===== config.mk =====
export PLATFORM = sky130hd
export DESIGN_NAME = muldiv_sequencer
export DESIGN_NICKNAME = d
export VERILOG_FILES = /design/src/rtl/muldiv_pkg.sv /design/src/rtl/muldiv_negate.sv /design/src/rtl/muldiv_sequencer.sv
export SDC_FILE = /design/constraint.sdc
export NUM_CORES = 1
export LEC_CHECK = 0
export CAP_MARGIN = 5
export CORE_MARGIN = 2
export CORE_UTILIZATION = 55
export DETAILED_ROUTE_END_ITERATION = 8
export DONT_BUFFER_PORTS = 1
export PLACE_DENSITY_LB_ADDON = 0.3
export SYNTH_ARGS = -nofsm -noshare
export SYNTH_HDL_FRONTEND = slang
export SYNTH_SLANG_ARGS = --single-unit

===== constraint.sdc =====
create_clock -name clk -period 5.13 [get_ports clk]
set_input_delay 1.026 -clock clk [delete_from_list [all_inputs] [get_ports clk]]
set_output_delay 1.026 -clock clk [all_outputs]
set_load 0.1 [all_outputs]

===== src/rtl/muldiv_pkg.sv =====
// Shared encodings for the HI/LO multiply/divide sequencer.
package muldiv_pkg;

  typedef enum logic [1:0] {
    OP_MULT  = 2'b00,
    OP_MULTU = 2'b01,
    OP_DIV   = 2'b10,
    OP_DIVU  = 2'b11
  } op_e;

  typedef enum logic [2:0] {
    IDLE = 3'd0,
    PREP = 3'd1,
    RUN  = 3'd2,
    FIX  = 3'd3,
    DONE = 3'd4
  } state_e;

  localparam int CNT_W = 6;

endpackage


===== src/rtl/muldiv_negate.sv =====
// Conditional two's complement of a 2*W-bit value, either as one word
// (split=0, neg_hi selects) or as two independent W-bit halves (split=1).
module muldiv_negate #(
  parameter int W = 32
) (
  input  logic [2*W-1:0] value,
  input  logic           split,
  input  logic           neg_hi,
  input  logic           neg_lo,
  output logic [2*W-1:0] result
);

  logic [2*W-1:0] full_n;
  logic [W-1:0]   hi_n;
  logic [W-1:0]   lo_n;

  assign full_n = ~value + 1'b1;
  assign hi_n   = ~value[2*W-1:W] + 1'b1;
  assign lo_n   = ~value[W-1:0] + 1'b1;

  always_comb begin
    result = value;
    if (split) begin
      result = {(neg_hi ? hi_n : value[2*W-1:W]), (neg_lo ? lo_n : value[W-1:0])};
    end else if (neg_hi) begin
      result = full_n;
    end
  end

endmodule


===== src/rtl/muldiv_sequencer.sv =====
// Iterative MULT/MULTU/DIV/DIVU sequencer owning the HI/LO registers.
// Optional macro MULDIV_EARLY_OUT_EN: multiply leaves RUN once remaining multiplier bits are zero.
//   state | meaning
//   IDLE  | waiting for start; MTHI/MTLO accepted
//   PREP  | operand magnitudes and result signs; divide-by-zero detect
//   RUN   | XLEN shift-add / restoring shift-subtract steps
//   FIX   | apply result signs, write HI/LO (skipped write on divide-by-zero)
//   DONE  | done pulse, then back to IDLE
module muldiv_sequencer
  import muldiv_pkg::*;
#(
  parameter int XLEN = 32
) (
  input  logic            clk,
  input  logic            reset,
  input  logic            start,
  input  logic [1:0]      op,
  input  logic [XLEN-1:0] rs_val,
  input  logic [XLEN-1:0] rt_val,
  input  logic            hi_we,
  input  logic            lo_we,
  input  logic [XLEN-1:0] wdata,
  output logic            busy,
  output logic            done,
  output logic            div_by_zero,
  output logic [XLEN-1:0] hi,
  output logic [XLEN-1:0] lo
);

  state_e              state_q, state_d;
  op_e                 op_q;
  logic [XLEN-1:0]     a_q, b_q;
  logic [2*XLEN-1:0]   acc_q;
  logic [CNT_W-1:0]    cnt_q;
  logic                sign_q, rsign_q, dbz_q;
  logic [XLEN-1:0]     hi_q, lo_q;

  logic                is_div, is_signed, zero_div, last_step, early_out;
  logic [XLEN:0]       mul_sum;
  logic [2*XLEN-1:0]   mul_step, div_step;
  logic                div_ge;
  logic [XLEN-1:0]     div_diff;
  logic [2*XLEN-1:0]   neg_in, neg_res;
  logic                neg_split, neg_hi, neg_lo;

  assign is_div    = (op_q == OP_DIV) || (op_q == OP_DIVU);
  assign is_signed = (op_q == OP_MULT) || (op_q == OP_DIV);
  assign zero_div  = is_div && (b_q == '0);
  assign last_step = (cnt_q == CNT_W'(XLEN - 1));

  // Multiply: LSB-first on the multiplier held in the low half of acc.
  assign mul_sum  = {1'b0, acc_q[2*XLEN-1:XLEN]} + (acc_q[0] ? {1'b0, b_q} : '0);
  assign mul_step = {mul_sum, acc_q[XLEN-1:1]};

  // Divide: the shifted partial remainder is acc[2X-1:X-1]; its subtraction fits in XLEN bits.
  assign div_ge   = acc_q[2*XLEN-1:XLEN-1] >= {1'b0, b_q};
  assign div_diff = acc_q[2*XLEN-2:XLEN-1] - b_q;
  assign div_step = div_ge ? {div_diff, acc_q[XLEN-2:0], 1'b1}
                           : {acc_q[2*XLEN-2:0], 1'b0};

`ifdef MULDIV_EARLY_OUT_EN
  logic [XLEN-1:0] rem_mask;
  assign rem_mask  = {XLEN{1'b1}} >> cnt_q;
  assign early_out = !is_div && ((acc_q[XLEN-1:0] & rem_mask) == '0);
`else
  assign early_out = 1'b0;
`endif

  always_comb begin
    neg_in    = acc_q;
    neg_split = is_div;
    neg_hi    = is_div ? rsign_q : sign_q;
    neg_lo    = sign_q;
    if (state_q == PREP) begin
      neg_in    = {a_q, b_q};
      neg_split = 1'b1;
      neg_hi    = is_signed & a_q[XLEN-1];
      neg_lo    = is_signed & b_q[XLEN-1];
    end
  end

  muldiv_negate #(.W(XLEN)) u_negate (
    .value  (neg_in),
    .split  (neg_split),
    .neg_hi (neg_hi),
    .neg_lo (neg_lo),
    .result (neg_res)
  );

  always_ff @(posedge clk) begin
    if (reset) state_q <= IDLE;
    else       state_q <= state_d;
  end

  always_comb begin
    state_d     = state_q;
    busy        = 1'b0;
    done        = 1'b0;
    div_by_zero = 1'b0;
    case (state_q)
      IDLE: if (start) state_d = PREP;
      PREP: begin
        busy    = 1'b1;
        state_d = zero_div ? FIX : RUN;
      end
      RUN: begin
        busy = 1'b1;
        if (last_step || early_out) state_d = FIX;
      end
      FIX: begin
        busy    = 1'b1;
        state_d = DONE;
      end
      DONE: begin
        done        = 1'b1;
        div_by_zero = dbz_q;
        state_d     = IDLE;
      end
      default: state_d = IDLE;
    endcase
  end

  always_ff @(posedge clk) begin
    if (reset) begin
      op_q    <= OP_MULT;
      a_q     <= '0;
      b_q     <= '0;
      acc_q   <= '0;
      cnt_q   <= '0;
      sign_q  <= 1'b0;
      rsign_q <= 1'b0;
      dbz_q   <= 1'b0;
      hi_q    <= '0;
      lo_q    <= '0;
    end else begin
      case (state_q)
        IDLE: begin
          if (hi_we) hi_q <= wdata;
          if (lo_we) lo_q <= wdata;
          if (start) begin
            op_q <= op_e'(op);
            a_q  <= rs_val;
            b_q  <= rt_val;
          end
        end
        PREP: begin
          sign_q  <= is_signed & (a_q[XLEN-1] ^ b_q[XLEN-1]);
          rsign_q <= is_signed & a_q[XLEN-1];
          dbz_q   <= zero_div;
          cnt_q   <= '0;
          if (is_div) begin
            acc_q <= {{XLEN{1'b0}}, neg_res[2*XLEN-1:XLEN]};
            b_q   <= neg_res[XLEN-1:0];
          end else begin
            acc_q <= {{XLEN{1'b0}}, neg_res[XLEN-1:0]};
            b_q   <= neg_res[2*XLEN-1:XLEN];
          end
        end
        RUN: begin
          cnt_q <= cnt_q + 1'b1;
          if (early_out) acc_q <= acc_q >> (XLEN - int'(cnt_q));
          else if (is_div) acc_q <= div_step;
          else acc_q <= mul_step;
        end
        FIX: begin
          if (!dbz_q) begin
            hi_q <= neg_res[2*XLEN-1:XLEN];
            lo_q <= neg_res[XLEN-1:0];
          end
        end
        default: ;
      endcase
    end
  end

  assign hi = hi_q;
  assign lo = lo_q;

endmodule

==> results.txt, run 1 <==
The flow ran to the end, and the final reports show no timing, DRC or antenna violations. The master of the slowest instance on the critical path is sky130_fd_sc_hd__dfxtp_1. The top cell types in the final layout, fill and taps aside, are 302 x sky130_fd_sc_hd__nand2_1, 229 x sky130_fd_sc_hd__a21oi_1, 223 x sky130_fd_sc_hd__nor2_1. The maximum level of the CTS H-tree came out at 1. The number of buffers added by the clock tree synthesis step is 24.

The clock root buffer is sky130_fd_sc_hd__clkbuf_16. The fraction of layout instances using a drive strength above 1 is 5.20%. During I/O placement, the number of pins put on the boundary was 170. The transition time at the pin with the least slew margin came out at 1.32 ns. The number of flops mapped to enable cells by yosys is 0. The highest net fanout along the worst path came out at 39.

The internal cell power is 3.38 mW. When the netlist entered floorplanning its net count stood at 2393. The relative slew slack came out at 11.3%. The top cell type by area accounts for 25.6% of the synthesized area.

The critical path goes through or3b_4, nor2_1, a21oi_1, ha_1, o2111ai_1, nor3_1, a21boi_0, o21ai_0, nand2_1, xnor2_1, o21ai_0, nor3_1. In this run the remaining antenna-violating nets after routing total 0. From synthesis to final layout, the design area changed by 6.29%. OpenSTA, run right after detailed placement, puts the worst setup slack at 0.898 ns. The gate count of the mapped netlist came out at 2221. Global routing used 42.0% of the available tracks across all layers. The fraction of synthesis flops using an asynchronous set or reset pin is 0%. On the critical path the largest part of the delay comes from compound AO/OA/AOI/OAI gates. The worst hold margin came out at 0.457 ns.

The final hold violation count came to 0. The half-perimeter wire length after placement is 50300 um. The smallest setup slack after layout came out at 0.686 ns. The total of hold buffers inserted after clock tree synthesis is 0. The max-slew violation count came out at 0. The number of cells in the finished layout apart from fillers is 2519. TritonCTS built the clock tree. The clock network power share came out at 33.0%. The proportion of total power due to net switching came out at 41.0%. The synthesized area is 0.0161 sq mm. Setup repair after global routing left no endpoint under its margin. The final layout contains 2292 nets. The path type of the worst setup path is reg2reg. The count of buffers from port buffering is 0.

The switching component of the power is 2.35 mW. The register bit count reported by yosys is 206. The synthesized design spends more area on one cell type than any other, namely sky130_fd_sc_hd__dfxtp_1.

The overall die height is 175 um. The maximum root-to-sink buffer count is 3. The core outline area came out at 0.0288 sq mm. The TritonCTS sink count came out at 206.

The type of element launching the critical path is a register. The total vias in the final route came out at 17600. Setup violations remaining at the end of the flow were counted as 0. The element type at the critical path end is a register. The setup total negative slack is 0 ns. The data arrival at the endpoint of the critical path is 4.91 ns. The biggest cell delay along the critical path came out at 0.68 ns. Row generation in the floorplan step produced 62 rows.

The worst-case clock skew is 0.0169 ns. The die outline area is 0.0307 sq mm. The first-pass iteration count of the detailed router came out at 7.

The share of total power in sequential cells is 39.8%. The post-synthesis cell type count is 86. The mean instance size in the synthesized netlist is 7.25 sq um.

The setup fix buffers added after clock tree synthesis is 0. Across the VDD grid, the largest voltage drop is 0.278 mV. The Yosys step of the flow raised 0 warnings. For this block, the routed nets add up to 66900 um of wire. The initial antenna violation count is 2.

Across the run, the number of max-cap violations was 0. The share of the clock period used by the worst path is 86.6%. The per-cell routed wire length is 26.6 um. The number of gates resized after CTS was 0. The remaining global-route overflow came out at 0. The most used flip-flop cell after synthesis is sky130_fd_sc_hd__dfxtp_1.

For the worst setup path, the data required time is 5.59 ns. The number of buffer and inverter stages on the critical path came out at 0. The part of the Yosys area used for sequential elements came out at 25.6%. The final RePlAce weighted congestion is 1.05.

The commonest non-fill, non-tap cell in the layout is sky130_fd_sc_hd__nand2_1. In this run the worst hold path is classified as reg2reg. The first global-routing pass estimated 99000 um of wire. The filler cells instantiated in the layout total 2760. The leakage power summed over all cells came out at 6.57 nW. The utilization of the core after routing came out at 59.4%. The remaining routing DRC violations came out at 0. The maximum clock rate came out at 225 MHz. The width of the die is 175 um.

Clock-pin slew was measured on the worst setup and hold paths at 0.06 ns. Counting tap cells, the placed design contains a total of 2478 instances. The effective utilization at floorplan came out at 55.9%. The detailed router finished its first iteration with 2410 violations. The combinational cell fraction of total power is 27.3%. Using the TritonRoute via totals, the vias-per-cell ratio works out to 7.01. The via count of the first global-routing pass came out at 16100. The later-pin clock latency in the skew report came out at 0.55 ns. The clock period minus worst slack came out at 4.44 ns. By area the synthesized netlist is led by sky130_fd_sc_hd__dfxtp_1 26%, sky130_fd_sc_hd__a21oi_1 7.1%, sky130_fd_sc_hd__nand2_1 7.0%, sky130_fd_sc_hd__mux2i_1 5.4%, sky130_fd_sc_hd__nor2_1 5.3%. The power per standard cell area came out at 335 mW/mm^2. Entering global routing, the biggest net connects 152 pins.
-- worst min-delay path: stages, from the launching register on --
cell and delay [ns]:
sky130_fd_sc_hd__dfxtp_1 0.31, sky130_fd_sc_hd__nand2_1 0.05, sky130_fd_sc_hd__a21oi_1 0.05
-- sequential cells by signal, summed over array words and instances, names as in the netlist --
| signal | count |
|---|---|
| dbz_q | 1 |
| sign_q | 1 |
| a_q | 32 |
| acc_q | 64 |
| b_q | 32 |
| hi | 32 |
| rsign_q | 1 |
| op_q | 2 |
| state_q | 3 |
| lo | 32 |
| cnt_q | 6 |
-- synthesized netlist by cell type, types with 15 or more instances --
master / instances
sky130_fd_sc_hd__nand3_1: 39
sky130_fd_sc_hd__nand2_1: 302
sky130_fd_sc_hd__o31ai_1: 15
sky130_fd_sc_hd__nand2b_1: 19
sky130_fd_sc_hd__xor2_1: 57
sky130_fd_sc_hd__xnor2_1: 77
sky130_fd_sc_hd__clkbuf_1: 121
sky130_fd_sc_hd__mux2i_1: 87
sky130_fd_sc_hd__or3_1: 22
sky130_fd_sc_hd__a22oi_1: 17
sky130_fd_sc_hd__dfxtp_1: 206
sky130_fd_sc_hd__buf_1: 23
sky130_fd_sc_hd__nor3_1: 73
sky130_fd_sc_hd__nor2_1: 227
sky130_fd_sc_hd__a21oi_1: 229
sky130_fd_sc_hd__a21o_1: 26
sky130_fd_sc_hd__a31oi_1: 46
sky130_fd_sc_hd__ha_1: 67
sky130_fd_sc_hd__a311oi_1: 27
sky130_fd_sc_hd__a211oi_1: 35
sky130_fd_sc_hd__and2_1: 39
sky130_fd_sc_hd__o211ai_1: 34
sky130_fd_sc_hd__o21ai_0: 137
sky130_fd_sc_hd__inv_1: 52
sky130_fd_sc_hd__nor4_1: 19
-- worst paths after layout --
kind	endpoint	slack, ns	cells after the start	start
max	b_q[22]	0.69	12	state_q[2]
min reg2reg	rsign_q	0.46	2	rsign_q
max reg2reg	b_q[22]	0.69	12	state_q[2]
min	rsign_q	0.46	2	rsign_q
-- routing by layer --
layer,global-route usage [%],wire [um]
met5,0,13
met4,25.0,4880
met3,9.25,7560
met2,64.1,28500
met1,54.2,26000
-- logic make-up (layout without fill, tap and decap cells) --
group	after synthesis	in the layout	share of synthesized area, %
xor+xnor	135	135	7.39
flops	206	206	25.6
fa+ha+maj	69	69	5.46
compound gates	702	702	27.9
buf+inv	213	126	5.15
simple gates	801	801	22.5
mux	95	95	5.99
other cells	0	1	0
-- cell type report --
| cell class | instances | area, sq um | area share [%] |
|---|---|---|---|
| Sequential cell | 206 | 4130 | 24.1 |
| Timing Repair Buffer | 33 | 260 | 1.52 |
| Inverter | 53 | 199 | 1.16 |
| Clock inverter | 8 | 149 | 0.870 |
| Antenna cell | 1 | 2.50 | 0.0146 |
| Multi-Input combinational cell | 1802 | 11200 | 65.5 |
| Clock buffer | 32 | 692 | 4.04 |
| Tap cell | 384 | 480 | 2.81 |
-- metrics by stage --
step	power (mW)	cell area, sq um
2_1_floorplan	3.31	16100
3_3_place_gp	3.78	16300
3_5_place_dp	3.79	16300
4_1_cts	5.65	17100
5_1_grt	5.89	17100
6_report	5.73	17100
-- power groups by stage --
stage	Clock [mW]	Combinational, mW	Sequential (mW)
after global placement	0	1.49	2.30
after global routing	1.94	1.67	2.28
after floorplan	0	1.12	2.19
after CTS	1.88	1.50	2.27
final	1.89	1.56	2.28
after detailed placement	0	1.49	2.30
(Power assumes the default switching activity.)
==> run 2, diff against run 1 <==
- PLACE_DENSITY_LB_ADDON: 0.3 -> 0.15
- clock period: 5.13 -> 4.3 ns (I/O delays scaled with it)
==> results.txt, run 2 (same netlist as run 1, synthesis figures left out) <==
The finished layout holds 2595 standard cells, fillers aside. Dividing the detail-routed wire length by the instance count gives 27.0 um. The start of the worst register-to-register path is state_q[0]. The maximum level of the CTS H-tree is 1. The via count of the first global-routing pass came to 16500. The critical path starts at state_q[0].

The area of all placed cells without fillers is 0.0178 sq mm. The element type at the critical path end is a register. The worst-case clock skew is 0.0199 ns. The number of gates resized after CTS was 0. The startpoint identified for the worst hold timing path is reset. The TritonCTS sink count is 206. Pin placement for this block handled 170 I/O pins. The minimum setup slack after placement came out at 0.325 ns.

The final RePlAce weighted congestion is 1.05. The share of the clock period used by the worst path came out at 95.8%. The smallest setup slack after layout is 0.182 ns.

Power spread over the standard cell area amounts to 394 mW/mm^2. The overall die height is 175 um. The count of buffers from port buffering is 0. The post-route netlist has 8.55% of its cells at a drive strength greater than 1. The max-slew violation count came to 0.

The endpoint identified for the worst register-to-register timing path is hi[5]. The final routed wirelength across all metal layers came out at 70100 um. Leaving out fill and tap cells, the most frequent cells in the layout are 302 x sky130_fd_sc_hd__nand2_1, 229 x sky130_fd_sc_hd__a21oi_1, 223 x sky130_fd_sc_hd__nor2_1.

Across the run, the number of max-cap violations was 0. The flip-flop count of the largest register after layout came out at 64. The overall global routing resource usage is 44.2%. The total vias in the final route is 17900.

The type of element launching the critical path is a register. The effective utilization at floorplan came out at 55.9%. The transition time at the pin with the least slew margin came out at 1.34 ns. The violation count after the first detailed-routing iteration is 2490. Dividing the detail-routed via count by the number of cells gives 6.90. Detailed placement ended at an HPWL of 53200 um. The setup total negative slack is 0 ns.

The floorplan row count is 62. Leaving out fill and tap cells, the most frequent cell in the layout is sky130_fd_sc_hd__nand2_1. TritonCTS built the clock tree. The width of the die came out at 175 um.

The maximum root-to-sink buffer count is 3. The worst hold path endpoint is hi[23]. The number of buffers added by the clock tree synthesis step is 26. The total power is 7.00 mW.

The required time of the worst setup path is 4.72 ns. The final hold violation count is 0. Counting instances, the worst hold path has a depth of 1.

The register bank with the most flops is acc_q. The clock period minus worst slack is 4.12 ns. The maximum clock rate is 243 MHz. In this run, post-CTS hold repair placed 0 buffers. The number of nets still failing antenna checks after routing came out at 0.

The cell area after placement came out at 0.0169 sq mm. The area of the multi-input gates came out at 0.0112 sq mm. The clock root buffer is sky130_fd_sc_hd__clkbuf_16. The relative slew slack is 10.2%. For this run, the detailed router's first-pass iteration total came to 6. The setup fix buffers added after clock tree synthesis came out at 0. The leakage power summed over all cells came out at 6.98 nW.

The path type of the worst setup path is reg2reg. Across the VDD grid, the largest voltage drop is 0.306 mV. The highest net fanout along the worst path is 80. In the routed design, unresolved DRC markers number 0. The initial antenna violation count is 0. The die outline area came out at 0.0307 sq mm. Once placement completed, the tool counted placed cells totaling 2548. In this run the worst hold path is classified as in2reg. The first global-routing pass estimated 103000 um of wire. The area of all sequential standard cells is 0.00413 sq mm. The largest net degree at the start of global routing came out at 152. The number of fillers in the final layout is 2730. The data arrival at the endpoint of the critical path is 4.54 ns. Setup violations remaining at the end of the flow were counted as 0.

Measured in cells, the most critical reg-to-reg path has a length of 10. At the later pin of the worst-skew pair, clock insertion delay measures 0.55 ns. The clock edge transition at the registers on the reported setup and hold paths is 0.06 ns. The remaining global-route overflow is 0. The area growth from synthesis to layout is 10.3%.

Setup repair after global routing left no endpoint under its margin. The final layout contains 2364 nets. The run finished with clean final reports. The core outline area came out at 0.0288 sq mm.

For flop-to-flop paths, the worst setup slack is 0.18 ns. The count of antenna diodes in the layout is 0.
run 2: cell types whose count changed in the layout (fill, tap and decap cells not counted), moves of 2 or more:
cell                         before  now
sky130_fd_sc_hd__buf_12           1    5
sky130_fd_sc_hd__buf_4           32   98
sky130_fd_sc_hd__clkbuf_16       25   27
sky130_fd_sc_hd__clkinv_2         1    3
sky130_fd_sc_hd__clkinvlp_4       2    5
run 2: report_power, final:
part / switching [mW] / internal [mW]
Clock: 0.929 / 1.40
Combinational: 1.29 / 0.697
Sequential: 0.634 / 2.05
run 2: critical path, stage by stage (launching register included):
cell                      delay, ns
sky130_fd_sc_hd__dfxtp_1       0.47
sky130_fd_sc_hd__nor3b_4       0.68
sky130_fd_sc_hd__buf_12        0.43
sky130_fd_sc_hd__nor2_1        0.14
sky130_fd_sc_hd__a22oi_1       0.43
sky130_fd_sc_hd__nor4b_2       0.12
sky130_fd_sc_hd__mux2i_1       0.69
sky130_fd_sc_hd__o21ai_0       0.29
sky130_fd_sc_hd__xor2_1        0.31
sky130_fd_sc_hd__o21ai_0       0.15
sky130_fd_sc_hd__a22o_1        0.24
run 2: stage by stage:
| step | hold slack [ns] | util (%) |
|---|---|---|
| final | 0.402 | 61.7 |
| after global routing | 0.386 | 61.7 |
| after CTS | 0.383 | 61.7 |
| after detailed placement | 0.450 | 58.6 |
| after global placement | 0.441 | 58.6 |
| after floorplan | 0.436 | - |
run 2: routing by layer:
| layer | track usage [%] | routed length, um | vias to the layer above |
|---|---|---|---|
| li1 | - | - | 8014 |
| met1 | 57.3 | 27100 | 8408 |
| met2 | 68.2 | 30200 | 1208 |
| met3 | 8.86 | 7660 | 286 |
| met4 | 25.6 | 5130 | 0 |
| met5 | 0 | 0 | - |
run 2: cell type report:
type | count | area share (%)
multi-input combinational | 1802 | 63.1
inverter | 53 | 1.12
sequential | 206 | 23.2
clock inverter | 13 | 0.902
timing repair buffer | 103 | 4.71
tap | 384 | 2.71
clock buffer | 34 | 4.18
run 2: worst max-delay path by stage:
stage | end | slack [ns] | cells past startpoint
after floorplan | b_q[24] | 0.06 | 20
after global placement | hi[5] | 0.43 | 10
after detailed placement | hi[5] | 0.32 | 10
after CTS | hi[5] | 0.29 | 10
after global routing | hi[6] | 0.02 | 12
final | hi[5] | 0.18 | 10
